--- src/rtl/demux1to4_reg.sv ---
// demux1to4_reg: registered 1-to-4 demultiplexer, one valid/ready holding register per channel.
// Optional per-channel saturating accept counters CNT0..CNT3 when DEMUX1TO4_CNT_EN is defined.

module demux1to4_chan #(
    parameter int K = 2
) (
    input  logic         CLK,
    input  logic         RST,
    input  logic         wr_i,
    input  logic [K-1:0] data_i,
    input  logic         rdy_i,
    output logic [K-1:0] data_o,
    output logic         vld_o
`ifdef DEMUX1TO4_CNT_EN
    ,
    output logic [7:0]   cnt_o
`endif
);
    logic [K-1:0] data_q, data_d;
    logic         vld_q, vld_d;

    // A write in the same cycle as a drain wins, so a full channel streams at 1 word/cycle.
    always_comb begin
        data_d = data_q;
        vld_d  = vld_q;
        if (wr_i) begin
            data_d = data_i;
            vld_d  = 1'b1;
        end else if (vld_q && rdy_i) begin
            vld_d  = 1'b0;
        end
    end

    always_ff @(posedge CLK or posedge RST) begin
        if (RST) begin
            data_q <= '0;
            vld_q  <= 1'b0;
        end else begin
            data_q <= data_d;
            vld_q  <= vld_d;
        end
    end

    assign data_o = data_q;
    assign vld_o  = vld_q;

`ifdef DEMUX1TO4_CNT_EN
    logic [7:0] cnt_q, cnt_d;

    always_comb begin
        cnt_d = cnt_q;
        if (wr_i && cnt_q != 8'hFF)
            cnt_d = cnt_q + 8'd1;
    end

    always_ff @(posedge CLK or posedge RST) begin
        if (RST) cnt_q <= 8'd0;
        else     cnt_q <= cnt_d;
    end

    assign cnt_o = cnt_q;
`endif
endmodule

module demux1to4_reg #(
    parameter int K = 2
) (
    input  logic         CLK,
    input  logic         RST,
    input  logic [K-1:0] I,
    input  logic [1:0]   SEL,
    input  logic         VALID_IN,
    output logic         READY_OUT,
    output logic [K-1:0] O0,
    output logic [K-1:0] O1,
    output logic [K-1:0] O2,
    output logic [K-1:0] O3,
    output logic         V0,
    output logic         V1,
    output logic         V2,
    output logic         V3,
    input  logic         R0,
    input  logic         R1,
    input  logic         R2,
    input  logic         R3
`ifdef DEMUX1TO4_CNT_EN
    ,
    output logic [7:0]   CNT0,
    output logic [7:0]   CNT1,
    output logic [7:0]   CNT2,
    output logic [7:0]   CNT3
`endif
);
    localparam int NUM_CH = 4;

    logic [NUM_CH-1:0][K-1:0] o_w;
    logic [NUM_CH-1:0]        v_w, r_w, wr_w;
    logic                     acc;
`ifdef DEMUX1TO4_CNT_EN
    logic [NUM_CH-1:0][7:0]   cnt_w;
`endif

    assign r_w = {R3, R2, R1, R0};

    // Ready looks only at the selected channel's state, never at I; held low during reset
    // so the producer never sees a handshake that the registers will not keep.
    assign READY_OUT = ~RST & (~v_w[SEL] | r_w[SEL]);
    assign acc       = VALID_IN & READY_OUT;

    for (genvar n = 0; n < NUM_CH; n++) begin : g_ch
        assign wr_w[n] = acc & (SEL == n[1:0]);

        demux1to4_chan #(.K(K)) u_ch (
            .CLK    (CLK),
            .RST    (RST),
            .wr_i   (wr_w[n]),
            .data_i (I),
            .rdy_i  (r_w[n]),
            .data_o (o_w[n]),
            .vld_o  (v_w[n])
`ifdef DEMUX1TO4_CNT_EN
            ,
            .cnt_o  (cnt_w[n])
`endif
        );
    end

    assign O0 = o_w[0];
    assign O1 = o_w[1];
    assign O2 = o_w[2];
    assign O3 = o_w[3];
    assign V0 = v_w[0];
    assign V1 = v_w[1];
    assign V2 = v_w[2];
    assign V3 = v_w[3];
`ifdef DEMUX1TO4_CNT_EN
    assign CNT0 = cnt_w[0];
    assign CNT1 = cnt_w[1];
    assign CNT2 = cnt_w[2];
    assign CNT3 = cnt_w[3];
`endif
endmodule
--- config.mk ---
export PLATFORM = sky130hd
export DESIGN_NAME = demux1to4_reg
export DESIGN_NICKNAME = d
export VERILOG_FILES = /design/src/rtl/demux1to4_reg.sv
export SDC_FILE = /design/constraint.sdc
export NUM_CORES = 1
export LEC_CHECK = 0
export CAP_MARGIN = 20
export CELL_PAD_IN_SITES_DETAIL_PLACEMENT = 1
export CELL_PAD_IN_SITES_GLOBAL_PLACEMENT = 1
export CORE_MARGIN = 2
export CORE_UTILIZATION = 27
export DETAILED_ROUTE_END_ITERATION = 8
export PLACE_DENSITY_LB_ADDON = 0.1
export SLEW_MARGIN = 20
export SYNTH_ARGS = -nofsm -noshare
export SYNTH_HDL_FRONTEND = slang
export SYNTH_SLANG_ARGS = --single-unit
--- constraint.sdc ---
create_clock -name CLK -period 1.25 [get_ports CLK]
set_input_delay 0.1875 -clock CLK [delete_from_list [all_inputs] [get_ports CLK]]
set_output_delay 0.1875 -clock CLK [all_outputs]
set_load 0.02 [all_outputs]
**Word level (Yosys, flattened, before mapping)**

Index checks and enable logic that the tools add are counted.

- Bits in registers: 12
- Input bits: 11
- Output and inout bits: 13

- Order comparisons: 1
- Eq/ne operators: 3
- Muxes and demuxes: 12
- Bitwise logic cells: 9
- Reductions and logical operators: 9

Operators with widths:

| operator | number |
|---|---|
| $mux 1 | 10 |
| $reduce_bool 2->1 | 4 |
| $and 1x1->1 | 6 |
| $bmux 1 s2 | 2 |
| $eq 2x2->1 const B | 2 |
| $logic_and 1x1->1 | 4 |
| $lt 2x3->1 const B | 1 |
| $eq 2x1->1 const B | 1 |
| $logic_not 2->1 | 1 |
| $not 1->1 | 2 |
| $or 1x1->1 | 1 |

**Depth between registers and ports, before layout**

Gate-level depths: netlist (run 1).

- Depth after elaboration: 8
- Depth in mapped cells: 3

**Cells and area by module**

From an unflattened synthesis (run 1), not the netlist that was laid out.

- Cell total of the unflattened synthesis: 50
- Area total of the unflattened synthesis: 568.0 sq um

Modules (own cells, without submodules):

| module | instances | cells each | area each (sq um) | sequential area each (sq um) |
|---|---|---|---|---|
| demux1to4_chan | 4 | 8 | 113.9 | 75.1 |
| demux1to4_reg | 1 | 18 | 112.6 | 0.0 |

**Worst setup path after synthesis (run 1)**

OpenSTA, ideal clock, no wires.

- Kind: reg2out
- Start point: register g_ch[2].u_ch.vld_q
- End point: output READY_OUT
- Data arrival time: 1.369 ns
- Required time: 1.062 ns
- Setup slack: -0.306 ns
- Cell stages (with the launch flop): 4
- Path through: dfrtp_1 or3b_1 a21boi_0 nor4_1

- Word-level cells in the longest chain between the ends: 5

RTL lines:

| element | line | source |
|---|---|---|
| start: declaration | 20 | `logic vld_q, vld_d;` |
| start signal: assignment | 40 | `vld_q <= vld_d;` |
| $bmux 1 s2 | 107 | `assign READY_OUT = ~RST & (~v_w[SEL] \| r_w[SEL]);` |
| $mux 1 (implied by the code) | 107 |  |
| $not 1->1 | 107 |  |
| $or 1x1->1 | 107 |  |
| $and 1x1->1 | 107 |  |
| end: declaration | 73 | `output logic READY_OUT,` |

No other way between the ends. The select of a mux whose other input is x is not followed.

**Worst setup path after layout (run 1)**

Same ends and word-level chain as after synthesis.

==> flow_summary_export.csv, run 1 <==
group,metric,value,unit
global_routing,grt-ovfl-total,0,
worst_setup_path,crit_type,"flip-flop to output port",
timing,rsz0062_at_grt,"true",
global_routing,busiest_layer,"met2",
timing,fin_setup_tns,-759,ps
layout,layout.cells.non_filler,110,
timing,maxSlewViolCount,0,
timing,min_period_over_period,1.24,
floorplanning,num_io_pins,24,
logic_synthesis,synth_cell_types,21,
logic_synthesis,ys_seq_area_frac,0.556,
floorplanning,die_x,48.7,µm
timing,worstMarginPinSlew,352,ps
layout,fin_area,0.00101,mm²
layout,layout_common_cells,"buf_4, dfrtp_1, dlygate4sd2_1",
worst_setup_path,worst_r2r_startpoint,"g_ch[2].u_ch.vld_o$_DFFE_PP0P_",
detailed_routing,drt_wl_total,1.35,mm
clocking,path_clk_slew,70,ps
worst_hold_path,hold_class,"primary input to asynchronous set/reset pin",
global_routing,grtUsageMet1,0.156,
run,cap_violations,0,
clocking,clk_path_buf_depth,2,
layout,drive_gt1_frac,0.506,
layout,area.growth.synth_to_final,86.1,%
clocking,numCtsBuffers,3,
pwr,p_per_area,1100,mW/mm²
logic_synthesis,synth_fp_nets,52,
worst_setup_path,critPathMaxStageDelay,350,ps
worst_setup_path,crit_path_cell_trace,"or3b_1 > a21boi_2 > nor4_4 > buf_4",
worst_setup_path,required,1060,ps
clocking,insertion_delay,270,ps
logic_synthesis,syn_area,541,µm²
logic_synthesis,postSynthAreaPerCell,13.2,µm²
pwr,peakVddDrop,0.731,mV
layout,layout_commonest_cell,"buf_4",
layout,fillCellCount,229,
detailed_routing,ant_nets,0,
clocking,htree_levels,1,
placement,place_inst,102,
placement,placed_area,916,µm²
timing,period_needed,1550,ps
placement,port_buffers,23,
detailed_routing,drt_iter0_drc,5,
global_routing,antenna_found_initial,0,
timing,max_slew_margin,0.765,
global_routing,grt_max_degree,13,
placement,gp_congestion,0.682,
worst_setup_path,worstPathArrival,1370,ps
worst_setup_path,reg2regPathDepth,4,
clocking,postCtsHoldBufs,0,
worst_setup_path,rrSetupSlack,-130,ps
floorplanning,die_area,0.00238,mm²
clocking,cts-root-buf,"clkbuf_4",
worst_setup_path,critPathMaxFanout,2,
clocking,clkSinkCount,12,
worst_setup_path,crit_slowest_cell,"dfrtp_2",
global_routing,grt_usage,0.137,
placement,pre_cts_ws,-754,ps
floorplanning,die_y,48.7,µm
detailed_routing,dr.pass1.iters,2,
detailed_routing,num_vias,481,
layout,finalNetCount,95,
pwr,total_power,1110,µW
pwr,leakage,0.000516,µW
logic_synthesis,postSynthRegisterBits,12,
detailed_routing,via_per_inst,4.37,
timing,finalSetupViolations,7,
timing,fin_skew,0.312,ps
global_routing,grt_pass1_vias,549,
floorplanning,rows,16,
timing,fmax,643,MHz
logic_synthesis,yosysWarnings,0,
detailed_routing,drt-wirelength-per-cell,12.3,µm
worst_setup_path,worst_setup_path_end_kind,"output port",
floorplanning,coreArea,0.00192,mm²
clocking,cts_tree,"built",
run_status,status,"finished with violations",
run_status,failed_checks,"negative setup slack",
global_routing,use_met2,0.231,
worst_setup_path,r2r-end,"g_ch[2].u_ch.data_o[1]$_DFFE_PP0P_",
global_routing,met3_usage,0.0401,
worst_setup_path,startpoint_type,"flip-flop",
layout,diodes,0,
floorplanning,initial_core_util,0.281,
timing,setup_slack,-304,ps
detailed_routing,drcViolationCount,0,
global_routing,grt_pass1_wl,2.45,mm
logic_synthesis,syn_inst,41,
timing,finalHoldViolations,0,
[how the worst max path moves through the flow]
stage,endpoint,startpoint
finish,READY_OUT,g_ch[2].u_ch.vld_o$_DFFE_PP0P_
global route,READY_OUT,g_ch[2].u_ch.vld_o$_DFFE_PP0P_
CTS,READY_OUT,g_ch[2].u_ch.vld_o$_DFFE_PP0P_
detailed placement,READY_OUT,SEL[0]
global placement,READY_OUT,SEL[0]
floorplan,g_ch[2].u_ch.data_o[0]$_DFFE_PP0P_,g_ch[2].u_ch.vld_o$_DFFE_PP0P_
[worst max-delay path, delay by kind of cell (launching register included)]
family / cells / cell delay [ps]
simple gates: 2 / 390
buf+inv: 1 / 170
flops: 1 / 350
compound gates: 1 / 180
[timing repair]
action / in CTS / in global routing
setup buffers: 3 / 2
gates resized for setup: 33 / 15
endpoints found under the hold margin: 0 / 0
pin swaps: 6 / 4
endpoints found under the setup margin: 21 / 15
[area by class of cell]
class                   instances  area, µm²  share of cell area
multi-input cells              28        295               0.294
inverters                       1       3.75             0.00373
clock buffers                   4       26.3              0.0261
repair buffers                 38        345               0.343
flip-flops and latches         12        302               0.300
well taps                      27       33.8              0.0336
[layer usage]
layer | share of wire | vias to the layer above | wire length [µm]
li1 | - | 229 | -
met1 | 0.42 | 233 | 572
met2 | 0.52 | 17 | 702
met3 | 0.049 | 2 | 66
met4 | 0.0067 | 0 | 9
met5 | 0 | - | 0
[where the power goes]
group / leakage (µW) / switching [µW] / internal (µW)
combinational: 0.000352 / 174 / 209
clock: 0.0000150 / 117 / 123
sequential: 0.000148 / 33.2 / 453
total: 0.000516 / 325 / 785
[logic make-up after synthesis]
| family | after synthesis | synth area share |
|---|---|---|
| and+or+nand+nor | 19 | 0.243 |
| DFF | 12 | 0.556 |
| muxes | 8 | 0.181 |
| AOI/OAI and AO/OA | 1 | 0.0139 |
| buffers and inverters | 1 | 0.00694 |
[synthesized netlist by cell type, drive strengths merged]
master / instances / area, µm²
a21boi: 1 / 7.51
and4bb: 1 / 16.3
dfrtp: 12 / 300
inv: 1 / 3.75
mux2: 8 / 97.6
nand2: 3 / 11.3
nand2b: 3 / 18.8
nand3: 1 / 5.00
nand3b: 1 / 7.51
nand4: 1 / 6.26
nand4b: 1 / 8.76
nor2: 1 / 3.75
nor2b: 2 / 20.0
nor3: 1 / 5.00
nor3b: 1 / 7.51
nor4: 1 / 6.26
or2: 1 / 6.26
or3b: 1 / 8.76
[flip-flops by register name, summed over array words and instances, names as in the netlist]
name / count
g_ch.u_ch.vld_o: 4
g_ch.u_ch.data_o: 8
[metrics by stage]
| step | hold slack [ps] | util |
|---|---|---|
| final | 258 | 0.523 |
| after global routing | 277 | 0.523 |
| after CTS | 241 | 0.513 |
| after detailed placement | 489 | 0.477 |
| after global placement | 481 | 0.477 |
| after floorplan | 52.1 | - |
(Power assumes the default switching activity.)
==> run 2, diff against run 1 <==
--- a/config.mk
+++ b/config.mk
@@ -9,9 +9,10 @@
 export CELL_PAD_IN_SITES_DETAIL_PLACEMENT = 1
 export CELL_PAD_IN_SITES_GLOBAL_PLACEMENT = 1
 export CORE_MARGIN = 2
-export CORE_UTILIZATION = 27
+export CORE_UTILIZATION = 30
 export DETAILED_ROUTE_END_ITERATION = 8
 export PLACE_DENSITY_LB_ADDON = 0.1
+export REMOVE_ABC_BUFFERS = 1
 export SLEW_MARGIN = 20
 export SYNTH_ARGS = -nofsm -noshare
 export SYNTH_HDL_FRONTEND = slang
==> constraint.sdc (replaced) <==
create_clock -name CLK -period 1.45 [get_ports CLK]
set_input_delay 0.2175 -clock CLK [delete_from_list [all_inputs] [get_ports CLK]]
set_output_delay 0.2175 -clock CLK [all_outputs]
set_load 0.02 [all_outputs]
==> run 2 against run 1 <==
  * The flow still finishes with violations (negative setup slack)
  * Clock-buffer cell count did not move
  * Non-clock buffer count fell by 6
  * Register-to-register slack improved by 200 ps
  * Via count fell by 6.0%
  * Routed wire length fell by 2.1%
  * Cell count fell by 7.3%
  * Global-route usage rose by 0.42 points
  * Hold slack improved by 170 ps
  * Design area fell by 11%
  * Critical path type unchanged
  * Sequential power fell by 13%
  * Die area fell by 9.2%
==> flow_summary_export.csv, run 2 (same netlist as run 1, synthesis figures left out) <==
group,metric,value,unit
placement,gp_congestion,0.660,
global_routing,use_met2,0.233,
run_status,status,"finished with violations",
layout,area.growth.synth_to_final,66.2,%
detailed_routing,dr.pass1.iters,3,
pwr,p_per_area,1080,mW/mm²
detailed_routing,drt_iter0_drc,1,
clocking,post_cts_buffers,0,
floorplanning,initial_core_util,0.316,
worst_setup_path,critPathMaxFanout,2,
detailed_routing,drcViolationCount,0,
clocking,htree_levels,1,
timing,rsz0062_at_grt,"true",
global_routing,antenna_found_initial,0,
worst_setup_path,worst_setup_path_end_kind,"output port",
worst_hold_path,hold_class,"primary input to asynchronous set/reset pin",
timing,hold_ws,425,ps
timing,finalHoldViolations,0,
timing,fin_skew,2.30,ps
floorplanning,die_area,0.00216,mm²
global_routing,met3_usage,0.0392,
placement,port_buffers,23,
clocking,numCtsBuffers,3,
floorplanning,coreArea,0.00171,mm²
detailed_routing,via_per_inst,4.43,
clocking,insertion_delay,270,ps
worst_setup_path,worstPathArrival,1330,ps
timing,setup_slack,-94.8,ps
layout,finalNetCount,89,
worst_setup_path,crit_type,"flip-flop to output port",
layout,fillCellCount,189,
floorplanning,rows,15,
detailed_routing,drt_wl_total,1.32,mm
worst_setup_path,required,1230,ps
floorplanning,num_io_pins,24,
layout,largest_register_ffs,8,
global_routing,grtUsageMet1,0.173,
timing,min_period_over_period,1.07,
global_routing,grt_max_degree,13,
pwr,leakage,0.000459,µW
detailed_routing,num_vias,452,
worst_setup_path,startpoint_type,"flip-flop",
detailed_routing,ant_nets,0,
pwr,peakVddDrop,0.557,mV
detailed_routing,drt-wirelength-per-cell,13.0,µm
run,cap_violations,0,
timing,fmax,647,MHz
floorplanning,die_y,46.4,µm
timing,max_slew_margin,0.698,
placement,placed_area,870,µm²
global_routing,grt_pass1_vias,470,
global_routing,grt_usage,0.141,
run_status,failed_checks,"negative setup slack",
timing,period_needed,1540,ps
clocking,clkSinkCount,12,
floorplanning,die_x,46.4,µm
clocking,clk_path_buf_depth,2,
clocking,path_clk_slew,80,ps
clocking,cts_tree,"built",
layout,layout_common_cells,"dfrtp_1, dlygate4sd2_1, buf_4",
global_routing,busiest_layer,"met2",
timing,finalSetupViolations,1,
clocking,cts-root-buf,"clkbuf_4",
layout,fin_area,898,µm²
layout,final-seq-area,300,µm²
global_routing,grt-ovfl-total,0,
layout,multi_input_area,244,µm²
layout,diodes,0,
timing,worstMarginPinSlew,452,ps
timing,maxSlewViolCount,0,
global_routing,grt_pass1_wl,2.06,mm
layout,drive_gt1_frac,0.286,
run 2: changes by cell type in the layout (fill, tap and decap cells not counted), moves of 2 or more:
| cell | previous run | this run |
|---|---|---|
| mux2_1 | 0 | 4 |
| clkbuf_2 | 2 | 0 |
| buf_6 | 4 | 0 |
| clkdlybuf4s50_1 | 5 | 8 |
| mux2_4 | 6 | 2 |
| buf_4 | 12 | 9 |
| dlygate4sd2_1 | 10 | 12 |
run 2: layer usage:
layer,wire (µm),share of wire
met1,598,0.45
met3,79,0.060
met2,643,0.49
met5,0,0
met4,0,0
run 2: worst max-delay path, cell delays in order, from the launching register on:
cell      delay [ps]
dfrtp_1          340
or3b_1           350
a21boi_1         140
nor4_1            70
buf_2            160
run 2: cell type report:
class                   instances  area share
clock buffers                   4      0.0404
inverters                       1     0.00418
multi-input cells              28       0.272
flip-flops and latches         12       0.334
well taps                      25      0.0348
repair buffers                 32       0.315
run 2: path summary, 6_finish.rpt:
kind,startpoint,endpoint,slack (ps),cells after the start
max,g_ch[2].u_ch.vld_o$_DFFE_PP0P_,READY_OUT,-90,4
min,RST,g_ch[3].u_ch.data_o[0]$_DFFE_PP0P_,420,3
max reg2reg,g_ch[2].u_ch.vld_o$_DFFE_PP0P_,g_ch[2].u_ch.data_o[0]$_DFFE_PP0P_,70,4
min reg2reg,g_ch[1].u_ch.data_o[0]$_DFFE_PP0P_,g_ch[1].u_ch.data_o[0]$_DFFE_PP0P_,490,1
max in group asynchronous,RST,g_ch[0].u_ch.data_o[1]$_DFFE_PP0P_,720,3
min in group CLK,g_ch[1].u_ch.data_o[0]$_DFFE_PP0P_,g_ch[1].u_ch.data_o[0]$_DFFE_PP0P_,490,1
run 2: power by group:
part           internal (µW)  switching (µW)  leakage, µW
combinational            147             142     0.000288
sequential               390            30.8     0.000150
clock                    153             112    0.0000210
run 2: what timing repair did:
| item | 4_1_cts | 5_1_grt |
|---|---|---|
| endpoints found under the hold margin | 0 | 0 |
| hold buffers | 0 | 0 |
| gates resized for setup | 18 | 3 |
| endpoints found under the setup margin | 11 | 5 |
| pin swaps | 3 | 3 |
run 2: per-stage QoR:
step                      power [µW]  std cells  setup TNS, ps  worst slack [ps]  utilization
final                            974        102          -94.8             -94.8        0.526
after global placement           749         98          -1760              -586        0.509
after floorplan                  568         41           -136              -136            -
after global routing            1020        102           -142              -142        0.526
after CTS                        990        102           -133              -133        0.519
after detailed placement         757         98          -2030              -650        0.509
